$ cat src/rtl/ps2_key_decoder.sv
// rtl/ps2_key_decoder.sv - PS/2 set-2 keyboard deframer, prefix decoder and pressed-key map
module ps2_key_decoder #(
    parameter int SYNC_STAGES    = 2,
    parameter int TIMEOUT_CYCLES = 200000
) (
    input  logic         clk,
    input  logic         rst,
    input  logic         ps2_clk,
    input  logic         ps2_data,
    output logic [511:0] key_down,
    output logic [8:0]   last_change,
    output logic         been_ready,
    output logic         frame_err
);

    // The timeout counter must be able to reach TIMEOUT_CYCLES-1.
    localparam int TO_W = (TIMEOUT_CYCLES > 1) ? $clog2(TIMEOUT_CYCLES) : 1;
    localparam logic [TO_W-1:0] TO_LAST = TO_W'(TIMEOUT_CYCLES - 1);

    // Bit positions within the 11-bit frame, as counted by bit_cnt.
    localparam logic [3:0] BIT_START  = 4'd0;
    localparam logic [3:0] BIT_D7     = 4'd8;
    localparam logic [3:0] BIT_PARITY = 4'd9;
    localparam logic [3:0] BIT_STOP   = 4'd10;

    typedef enum logic [1:0] {
        ST_IDLE,
        ST_E0,
        ST_F0,
        ST_E0F0
    } pfx_state_t;

    // Synchronizer chains; both pins idle high so reset to all ones.
    logic [SYNC_STAGES-1:0] clk_sync;
    logic [SYNC_STAGES-1:0] data_sync;
    logic                   clk_prev;
    logic                   ps2_clk_s;
    logic                   ps2_data_s;
    logic                   fall;

    // Deframer state.
    logic [3:0]      bit_cnt;
    logic [7:0]      rx_byte;
    logic            parity_bit;
    logic [TO_W-1:0] to_cnt;
    logic            byte_valid;

    // Prefix decoder.
    pfx_state_t state;
    pfx_state_t state_next;
    logic       evt_valid;
    logic       evt_break;
    logic [8:0] evt_code;

    assign ps2_clk_s  = clk_sync[SYNC_STAGES-1];
    assign ps2_data_s = data_sync[SYNC_STAGES-1];
    assign fall       = clk_prev & ~ps2_clk_s;

    // Bring the asynchronous pins into the clk domain and remember the last clock level.
    always_ff @(posedge clk) begin
        if (rst) begin
            clk_sync  <= '1;
            data_sync <= '1;
            clk_prev  <= 1'b1;
        end else begin
            clk_sync  <= {clk_sync[SYNC_STAGES-2:0], ps2_clk};
            data_sync <= {data_sync[SYNC_STAGES-2:0], ps2_data};
            clk_prev  <= ps2_clk_s;
        end
    end

    // Shift in one frame bit per falling edge; validate parity/stop; abandon stalled frames.
    always_ff @(posedge clk) begin
        if (rst) begin
            bit_cnt    <= BIT_START;
            rx_byte    <= 8'h00;
            parity_bit <= 1'b0;
            to_cnt     <= '0;
            byte_valid <= 1'b0;
            frame_err  <= 1'b0;
        end else begin
            byte_valid <= 1'b0;
            frame_err  <= 1'b0;
            if (fall) begin
                to_cnt <= '0;
                if (bit_cnt == BIT_START) begin
                    // A high start bit is line noise or a glitch: stay idle silently.
                    if (!ps2_data_s) begin
                        bit_cnt <= 4'd1;
                    end
                end else if (bit_cnt <= BIT_D7) begin
                    // Data arrives LSB first, so shift in from the top.
                    rx_byte <= {ps2_data_s, rx_byte[7:1]};
                    bit_cnt <= bit_cnt + 4'd1;
                end else if (bit_cnt == BIT_PARITY) begin
                    parity_bit <= ps2_data_s;
                    bit_cnt    <= BIT_STOP;
                end else begin
                    // Stop bit: odd parity over data+parity and a high stop bit required.
                    bit_cnt <= BIT_START;
                    if (ps2_data_s && ((^rx_byte) ^ parity_bit)) begin
                        byte_valid <= 1'b1;
                    end else begin
                        frame_err <= 1'b1;
                    end
                end
            end else if (bit_cnt != BIT_START) begin
                // Mid-frame with no edge: count towards the stall limit.
                if (to_cnt == TO_LAST) begin
                    frame_err <= 1'b1;
                    bit_cnt   <= BIT_START;
                    to_cnt    <= '0;
                end else begin
                    to_cnt <= to_cnt + TO_W'(1);
                end
            end else begin
                to_cnt <= '0;
            end
        end
    end

    // Prefix state register; only complete good bytes move it.
    always_ff @(posedge clk) begin
        if (rst) begin
            state <= ST_IDLE;
        end else begin
            state <= state_next;
        end
    end

    // Classify each received byte as prefix, ignored control byte, or key event.
    always_comb begin
        state_next = state;
        evt_valid  = 1'b0;
        evt_break  = 1'b0;
        evt_code   = 9'd0;
        if (byte_valid) begin
            case (rx_byte)
                8'hE0: begin
                    state_next = ST_E0;
                end
                8'hF0: begin
                    case (state)
                        ST_IDLE: state_next = ST_F0;
                        ST_E0:   state_next = ST_E0F0;
                        default: state_next = state;
                    endcase
                end
                8'hAA, 8'hFA, 8'hFE, 8'hEE, 8'h00, 8'hFF, 8'hE1: begin
                    // Keyboard status/response bytes: drop any pending prefix.
                    state_next = ST_IDLE;
                end
                default: begin
                    evt_valid  = 1'b1;
                    evt_break  = (state == ST_F0) || (state == ST_E0F0);
                    evt_code   = {(state == ST_E0) || (state == ST_E0F0), rx_byte};
                    state_next = ST_IDLE;
                end
            endcase
        end
    end

    // Apply a make/break to the key map and publish it one cycle after the byte.
    always_ff @(posedge clk) begin
        if (rst) begin
            key_down    <= '0;
            last_change <= 9'd0;
            been_ready  <= 1'b0;
        end else begin
            been_ready <= evt_valid;
            if (evt_valid) begin
                key_down[evt_code] <= ~evt_break;
                last_change        <= evt_code;
            end
        end
    end

endmodule

$ cat config.mk
export PLATFORM = sky130hd
export DESIGN_NAME = ps2_key_decoder
export DESIGN_NICKNAME = d
export VERILOG_FILES = /design/src/rtl/ps2_key_decoder.sv
export SDC_FILE = /design/constraint.sdc
export NUM_CORES = 1
export LEC_CHECK = 0
export BUFFER_PORTS_ARGS = -buffer_cell sky130_fd_sc_hd__buf_4
export CAP_MARGIN = 0
export CORE_MARGIN = 3
export CORE_UTILIZATION = 45
export CTS_CLUSTER_SIZE = 20
export DETAILED_ROUTE_END_ITERATION = 8
export PLACE_DENSITY = 0.66
export SLEW_MARGIN = 30
export SYNTH_ARGS = -nofsm -noshare
export SYNTH_HDL_FRONTEND = slang
export SYNTH_SLANG_ARGS = --single-unit
$ cat constraint.sdc
create_clock -name clk -period 2.55 [get_ports clk]
set_clock_uncertainty 0.1 [all_clocks]
set_input_delay 0.51 -clock clk [delete_from_list [all_inputs] [get_ports clk]]
set_output_delay 0.51 -clock clk [all_outputs]
set_load 0.01 [all_outputs]
==> flow_summary.ini, run 1 <==
[clock_tree]
cts_tree = built
numCtsBuffers = 58
clockBufferDepth = 3
cts_sinks = 562
clk_latency_ns = 0.63
cts.clk_slew.worst_paths_ns = 0.07
htreeDepth = 2
root_buffer = clkbuf_16

[timing]
slew_violations = 0
grt_setup_unrepaired = yes
fin_crit_sh_pct = 98.4
setup_violations = 0
whs_ns = 0.118
period_needed_ns = 2.51
slew_headroom_pct = 48.8
tightest_slew_ns = 0.763
hold_violations = 0
clock.fmax_mhz = 398
setup_slack_ns = 0.0403
tns_ns = 0

[die]
core_um2 = 53200
rows = 84
design.portCount = 527
start_util_pct = 45.9
die_y_um = 239
dieWidth_um = 239
dieArea_um2 = 57100

[critical_path]
cp-endpoint = key_down[340]
crit-reg2reg-capture = key_down[340]
cp-start-kind = register
crit_start = rx_byte[4]
r2r_cells = 10
cp_max_fo = 31
crit_path_end_kind = register
ff2ff_setup_slack_ns = 0.04
r2r-start = rx_byte[4]
crit_type = reg -> reg
worstPathRequired_ns = 2.98
critPathArrivalTime_ns = 2.94

[synth]
synth-warning-count = 0
ys.flop_type = dfxtp_1
synthDistinctLibCells = 57
syn_avg_cell_area_um2 = 8.73
syn-num-nets = 2820
syn-cell-area_um2 = 24400
ys_seq_area_share_pct = 46.1
syn_inst = 2799
ys_ff_latch = 562
ys_async_sr_fraction_pct = 0
synth_enable_flop_cells = 0

[run_status]
status = completed

[finish]
area_growth_pct = 32.6
diodes = 0
final_common_cell = buf_4
fin_cells = 3980
fillers = 4580
drive_gt1_share_pct = 27.5
layout.nets = 3265
layout_common_cells = buf_4 (655), dfxtp_1 (559), nand2_1 (459), mux2i_1 (303), nor4_1 (216)

[route]
drt_wl_total_um = 98500
post_drt_wl_per_cell_um = 24.7
drc = 0
viasPerCell = 6.11
drt-pass1-iter-count = 6
vias = 24300
drtIter0Drc = 2186
antenna_left = 0

[place]
gp_congestion = 0.894
place_ws_ns = 0.0121
hpwl_um = 66800
io_buffers = 526
place_inst = 3865

[grt]
antenna_found_initial = 0
grt_max_degree = 113
track_usage_pct = 32.6
grt_pass1_wl_um = 144000
grt-ovfl-total = 0
grt_pass1_vias = 22900

[power]
leakagePower_uw = 0.0116
power_uw = 18200
power_density_nw_per_um2 = 562
ir_drop_v = 0.000500

[worst_hold_path]
hold_path.class = in -> reg

[flow_run]
maxCapViolCount = 0
how the worst min path moves through the flow:
stage | from | endpoint | slack (ns) | cells past startpoint
6_report | rst | parity_bit | 0.12 | 2
2_1_floorplan | clk_sync[0] | clk_sync[1] | 0.29 | 1
3_5_place_dp | clk_sync[0] | clk_sync[1] | 0.31 | 1
3_3_place_gp | clk_sync[0] | clk_sync[1] | 0.31 | 1
5_1_grt | rst | parity_bit | 0.11 | 2
4_1_cts | rst | rx_byte[7] | 0.08 | 2
power breakdown:
| part | switching [µW] | internal, µW | total (µW) |
|---|---|---|---|
| combinational | 253 | 65.7 | 319 |
| clock | 3680 | 5430 | 9110 |
| sequential | 3.10 | 8780 | 8780 |
| total | 3930 | 14300 | 18200 |
cell usage after synthesis, types with 11 or more instances:
library cell,number,area (µm²)
nand4_1,70,438
a31oi_1,45,282
o31ai_1,43,323
o311ai_0,26,228
a21oi_1,161,806
dfxtp_1,562,11300
nand3_1,19,95.1
clkbuf_1,224,841
nand2_1,462,1730
a211oi_1,45,338
xor2_1,11,96.3
nor4_1,265,1660
inv_1,11,41.3
or3_1,126,788
o21ai_0,129,646
nor3_1,36,180
buf_2,82,410
or4_1,20,150
mux2i_1,303,3030
nor2_1,50,188
ha_1,17,213
routing by layer:
layer	wire (µm)	track usage, %	vias to the layer above
li1	-	-	11000
met1	39100	42.0	11800
met2	45300	52.0	1187
met3	9140	7.30	253
met4	4860	15.4	0
met5	0	0	-
state kept, by name (all words and copies together), names as in the netlist, 2 cells and up:
signal       flops
last_change      9
key_down       512
rx_byte          8
bit_cnt          4
clk_sync         2
data_sync        2
to_cnt          18
state            2
cell type report:
type	instances	area, µm²	share of cell area, %
multi-input cells	1908	12400	38.2
flip-flops and latches	562	11300	34.8
repair buffers	700	5780	17.8
clock buffers	82	1740	5.36
well taps	688	861	2.66
clock inverters	26	314	0.970
inverters	14	60.1	0.185
critical path: stages (launching register included):
cell and delay [ns]:
dfxtp_2 0.35, inv_1 0.06, buf_4 0.17, ha_1 0.20
nand2_1 0.10, a21o_1 0.18, buf_12 0.14, nand2_8 0.13
buf_4 0.30, nor4_2 0.36, mux2i_1 0.28
kinds of logic after synthesis:
logic type | Yosys count | synth area share, %
xor+xnor | 20 | 0.717
simple gates | 1095 | 22.8
buf+inv | 329 | 5.48
fa+ha+maj | 17 | 0.871
compound gates | 473 | 11.6
flops | 562 | 46.1
mux | 303 | 12.4
stage by stage:
step / instance area (µm²) / utilization [%]
after floorplan: 24400 / -
after global routing: 32400 / 60.9
after global placement: 29900 / 56.1
after CTS: 31900 / 60.1
final: 32400 / 60.9
after detailed placement: 29900 / 56.1
what timing repair did:
item	in CTS	in global routing
setup buffers	0	4
endpoints found under the setup margin	3	165
hold endpoints to repair	2	0
hold buffers	2	0
cloned	0	1
pin swaps	0	2
resized for setup	3	71
Note: power is estimated with default switching activity, not from simulation.
==> run 2, diff against run 1 <==
--- a/config.mk
+++ b/config.mk
@@ -5,13 +5,13 @@
 export SDC_FILE = /design/constraint.sdc
 export NUM_CORES = 1
 export LEC_CHECK = 0
-export BUFFER_PORTS_ARGS = -buffer_cell sky130_fd_sc_hd__buf_4
 export CAP_MARGIN = 0
 export CORE_MARGIN = 3
 export CORE_UTILIZATION = 45
 export CTS_CLUSTER_SIZE = 20
 export DETAILED_ROUTE_END_ITERATION = 8
-export PLACE_DENSITY = 0.66
+export DONT_BUFFER_PORTS = 1
+export PLACE_DENSITY = 0.58
 export SLEW_MARGIN = 30
 export SYNTH_ARGS = -nofsm -noshare
 export SYNTH_HDL_FRONTEND = slang
==> run 2 against run 1 <==
  * The flow now finishes with violations (negative hold slack, negative setup slack)
  * Count of clock-buffer cells in the layout is 12 higher
  * First-iteration DRC count rose by 2.8%
  * Setup slack worse by 0.043 ns
  * Sequential share of layout area rose by 4.8 points
  * Final cell count shrank 13%
  * Die area is the same
  * Clock power is 7.1% lower
  * Maximum frequency decreased by 1.7%
  * Largest cell class unchanged
  * Largest power group is now registers
==> flow_summary.ini, run 2 (same netlist as run 1, synthesis figures left out) <==
[run_status]
status = complete, but fails checks
violations = negative hold slack, negative setup slack

[clock_tree]
cts.clk_slew.worst_paths_ns = 0.06
clk_latency_ns = 0.63
cts_tree = built
htreeDepth = 2
ctsHoldBuffers = 19
cts_sinks = 562
clockBufferDepth = 3
root_buffer = clkbuf_16
numCtsBuffers = 59

[critical_path]
path_delay_family = compound AO/OA/AOI/OAI gates
crit_type = reg -> reg
crit_path_end_kind = register
ff2ff_setup_slack_ns = -0.003
critPathArrivalTime_ns = 2.95
worstPathRequired_ns = 2.95
cp_max_fo = 6
max_stage_delay_ns = 0.40
slowest_stage = dfxtp_4
worstPathCellList = inv_1 > ha_2 > o21ai_2 > a21o_1 > buf_6 > nand4_1 > buf_4 > buf_2 > o311ai_0 > o31ai_1
cp-start-kind = register
path_buf_inv = 4

[finish]
diodes = 0
layout.nets = 2769
area_growth_pct = 16.5
drive_gt1_share_pct = 13.2
final_common_cell = dfxtp_1
largest-register = key_down
reg_top3 = key_down (512), to_cnt (18), last_change (9)
final_util_pct = 53.5
fillers = 4851
largest_register_ff_count = 512
layout_common_cells = dfxtp_1 (556), nand2_1 (458), mux2i_1 (302), nor4_1 (242), a21oi_1 (161)

[die]
dieArea_um2 = 57100
design.portCount = 527
dieWidth_um = 239
core_um2 = 53200
start_util_pct = 45.9
die_y_um = 239
rows = 84

[place]
io_buffers = 0
place_ws_ns = -0.0562
gp_congestion = 0.879
hpwl_um = 62800

[grt]
grt_pass1_wl_um = 138000
track_usage_pct = 31.5
grt_max_degree = 224
grt-ovfl-total = 0
antenna_found_initial = 0
grt_pass1_vias = 20700

[power]
switching_share_pct = 21.8
p_clk_share_pct = 48.4
seq_power_share_pct = 50.2
p_sw_uw = 3810
p_int_uw = 13700
power_density_nw_per_um2 = 615
ir_drop_v = 0.000520
comb_power_share_pct = 1.4
leakagePower_uw = 0.00870

[timing]
clock.fmax_mhz = 392
setup_violations = 1
fin_crit_sh_pct = 100
period_needed_ns = 2.55
setup_slack_ns = -0.00263
tns_ns = -0.00263
tightest_slew_ns = 0.756
slew_violations = 0
whs_ns = -0.129
grt_setup_unrepaired = yes
slew_headroom_pct = 49.2
hold_violations = 60

[route]
post_drt_wl_per_cell_um = 27.4
drt-pass1-iter-count = 5
antenna_left = 0
drt_wl_total_um = 95400
viasPerCell = 6.38
drc = 0
drtIter0Drc = 2248
vias = 22200

[flow_run]
maxCapViolCount = 0

[worst_hold_path]
hold_path.class = in -> reg
==> run 2: cell types whose count changed in the layout (fill, tap and decap cells not counted), moves of 6 or more <==
cell / delta
buf_4: -519
nor4_1: +26
nor4_2: -20
dlygate4sd3_1: +17
clkbuf_1: +15
o311ai_0: -11
clkinv_2: -8
o311ai_2: +7
nor4_4: -6
==> run 2: worst reg2reg max path, delay by kind of cell (launching register included) <==
family,cells,cell delay [ns]
compound gates,4,0.90
buf+inv,4,0.64
flops,1,0.40
fa+ha+maj,1,0.23
simple gates,1,0.16
==> run 2: layout make-up <==
cell class                      instances  area (µm²)  area share (%)
Tap cell                              688         861            3.03
Clock inverter                         13         136           0.479
Clock buffer                           94        1740            6.11
Sequential cell                       562       11300            39.6
Inverter                               14        60.1           0.211
Timing Repair Buffer                  203        2100            7.37
Multi-Input combinational cell       1908       12300            43.2
==> run 2: timing repair <==
action                                 4_1_cts  5_1_grt
buffers inserted                             0       11
endpoints found under the hold margin      216      199
setup endpoints to repair                   26      382
gates resized for setup                     13       73
pin swaps                                    1        9
cloned                                       0        4
==> run 2: layer usage <==
layer | routed length [µm] | global-route usage, % | vias up
met5 | 0 | 0 | -
met1 | 38500 | 40.8 | 10900
met2 | 43600 | 49.3 | 1038
li1 | - | - | 10100
met3 | 9430 | 9.53 | 203
met4 | 3830 | 12.1 | 0
==> run 2: worst paths after layout <==
path / from / endpoint / depth (start not counted)
worst min-delay path: rst / key_down[497] / 1
worst max register to register: rx_byte[4] / key_down[273] / 10
worst max-delay path: rx_byte[4] / key_down[273] / 10
worst min register to register: to_cnt[0] / to_cnt[0] / 1
==> run 2: metrics by stage <==
stage	std cells	power (µW)	cell area [µm²]
floorplan	2799	9180	24400
CTS	3467	17600	28000
detailed placement	3341	9210	25900
global placement	3341	9210	25900
global route	3482	18000	28500
finish	3482	17500	28500
==> run 2: power by group through the flow <==
| stage | clock, µW | sequential, µW | combinational [µW] |
|---|---|---|---|
| 2_1_floorplan | 0 | 8980 | 205 |
| 6_report | 8460 | 8780 | 251 |
| 4_1_cts | 8590 | 8780 | 245 |
| 5_1_grt | 8920 | 8780 | 267 |
| 3_3_place_gp | 0 | 8980 | 233 |
| 3_5_place_dp | 0 | 8980 | 237 |
==> run 3, diff against run 2 <==
--- a/config.mk
+++ b/config.mk
@@ -12,6 +12,7 @@
 export DETAILED_ROUTE_END_ITERATION = 8
 export DONT_BUFFER_PORTS = 1
 export PLACE_DENSITY = 0.58
+export RECOVER_POWER = 25
 export SLEW_MARGIN = 30
 export SYNTH_ARGS = -nofsm -noshare
 export SYNTH_HDL_FRONTEND = slang
==> constraint.sdc (replaced) <==
create_clock -name clk -period 2.6 [get_ports clk]
set_clock_uncertainty 0.1 [all_clocks]
set_input_delay 0.52 -clock clk [delete_from_list [all_inputs] [get_ports clk]]
set_output_delay 0.52 -clock clk [all_outputs]
set_load 0.01 [all_outputs]
==> run 3 against run 2 <==
  * The run ends with negative hold slack left
  * Global-route usage is essentially flat
  * Utilization decreased by 0.61 points
  * Clock power grew 6.9%
  * Largest power group is now clock
  * Sequential power down 2%
  * Final cell count fell by 0.86%
  * Via count shrank 0.77%
  * Largest cell class unchanged
  * Hold slack improved by 0.039 ns
  * First-iteration DRC count decreased by 14%
  * Count of clock-buffer cells in the layout is 1 lower
==> flow_summary.ini, run 3 (same netlist as run 1, synthesis figures left out) <==
[run_status]
status = complete, but fails checks
violations = negative hold slack

[place]
place_inst = 3325
io_buffers = 0
hpwl_um = 62400
place_ws_ns = -0.0141
gp_congestion = 0.889

[clock_tree]
cts_tree = built
clockBufferDepth = 3
ctsHoldBuffers = 19
cts.clk_slew.worst_paths_ns = 0.06
numCtsBuffers = 60
htreeDepth = 2
cts_sinks = 562
root_buffer = clkbuf_16
clk_latency_ns = 0.63

[power]
ir_drop_v = 0.000461
power_uw = 17900
leakagePower_uw = 0.00861
power_density_nw_per_um2 = 636

[die]
dieWidth_um = 239
core_um2 = 53200
design.portCount = 527
die_y_um = 239
rows = 84
start_util_pct = 45.9
dieArea_um2 = 57100

[route]
drt_wl_total_um = 94600
antenna_left = 0
vias = 22100
post_drt_wl_per_cell_um = 27.4
drc = 0
viasPerCell = 6.39
drt-pass1-iter-count = 7
drtIter0Drc = 1943

[critical_path]
path_delay_family = simple AND/OR/NAND/NOR gates
r2r-start = rx_byte[0]
worstPathRequired_ns = 2.99
max_stage_delay_ns = 0.56
path_buf_inv = 2
crit_path_end_kind = register
ff2ff_setup_slack_ns = 0.06
cp_common_cell = buf_4
r2r_cells = 6
crit-reg2reg-capture = key_down[495]
critPathArrivalTime_ns = 2.93
cp_max_fo = 7
worstPathCellList = buf_4 > nand2_1 > buf_4 > nor3_1 > nand4b_1 > mux2i_1
cp-start-kind = register
crit_type = reg -> reg
slowest_stage = nor3_1

[finish]
largest-register = key_down
fillers = 4927
area_growth_pct = 15.1
layout_common_cells = dfxtp_1 (559), nand2_1 (459), mux2i_1 (303), nor4_1 (248), a21oi_1 (161)
final_common_cell = dfxtp_1
multiInputGateArea_um2 = 12100
largest_register_ff_count = 512
drive_gt1_share_pct = 11.6
fin_cells = 3452
register_area_um2 = 11300
layout.nets = 2740
reg_top3 = key_down (512), to_cnt (18), last_change (9)
diodes = 0

[grt]
grt_pass1_vias = 20500
antenna_found_initial = 0
grt_pass1_wl_um = 138000
grt_max_degree = 224
grt-ovfl-total = 0
track_usage_pct = 31.4

[timing]
hold_violations = 55
setup_slack_ns = 0.0600
setup_violations = 0
fin_crit_sh_pct = 97.7
slew_headroom_pct = 50.8
period_needed_ns = 2.54
slew_violations = 0
tightest_slew_ns = 0.738
clock.fmax_mhz = 394
whs_ns = -0.0901

[worst_hold_path]
hold_path.class = in -> reg
worstHoldStart = rst
hold_end = key_down[449]
hold_depth = 1

[flow_run]
maxCapViolCount = 0
run 3: changes by cell type in the layout (fill, tap and decap cells not counted), sizes merged:
| cell | delta |
|---|---|
| buf | -28 |
| bufinv | +5 |
| clkinv | -4 |
| clkbuf | -3 |
| clkinvlp | -1 |
| inv | +1 |
run 3: worst register-to-register path, cell delays in order (launching register included):
cell and delay, ns:
dfxtp_1 0.41, buf_4 0.17, nand2_1 0.29, buf_4 0.31, nor3_1 0.57, nand4b_1 0.36, mux2i_1 0.20
run 3: how the worst max path moves through the flow:
stage                     slack [ns]  depth (start not counted)        from             to
after floorplan                 0.27                         10  rx_byte[6]  key_down[458]
after global placement         0.009                          7  rx_byte[1]  key_down[137]
after detailed placement       -0.01                          8  rx_byte[4]  key_down[319]
after CTS                    0.00004                          5  rx_byte[5]  key_down[163]
after global routing          -0.001                         10  rx_byte[4]  key_down[424]
final                           0.06                          6  rx_byte[0]  key_down[495]
run 3: cell type report:
type	count	area share [%]
tap	688	3.06
inverter	14	0.214
timing repair buffer	173	6.22
clock inverter	14	0.912
clock buffer	93	6.43
sequential	562	40.0
multi-input combinational	1908	43.1
run 3: through the flow:
step / hold WS, ns / TNS, ns / area (µm²) / util (%)
after floorplan: 0.289 / 0 / 24400 / -
after global placement: 0.299 / 0 / 25700 / 48.3
after detailed placement: 0.301 / -0.0162 / 25700 / 48.3
after CTS: -0.131 / 0 / 28000 / 52.6
after global routing: -0.129 / -0.00157 / 28100 / 52.9
final: -0.0901 / 0 / 28100 / 52.9
run 3: metal layers:
layer	up-vias	GRT usage [%]	share of wire, %
met5	-	0	0
met4	0	13.0	4.4
met3	215	9.38	10
met2	1122	48.9	46
met1	10700	40.8	40
li1	10000	-	-
run 3: power breakdown:
| group | total [µW] | switching [µW] | internal, µW |
|---|---|---|---|
| clock | 9040 | 3600 | 5440 |
| sequential | 8620 | 3.36 | 8610 |
| combinational | 241 | 186 | 55.3 |
| total | 17900 | 3790 | 14100 |
run 3: repair_timing:
item	CTS	global route
setup buffers	0	1
setup endpoints to repair	4	109
gates cloned	0	0
pin swaps	0	2
hold endpoints to repair	216	173
resized for setup	3	31
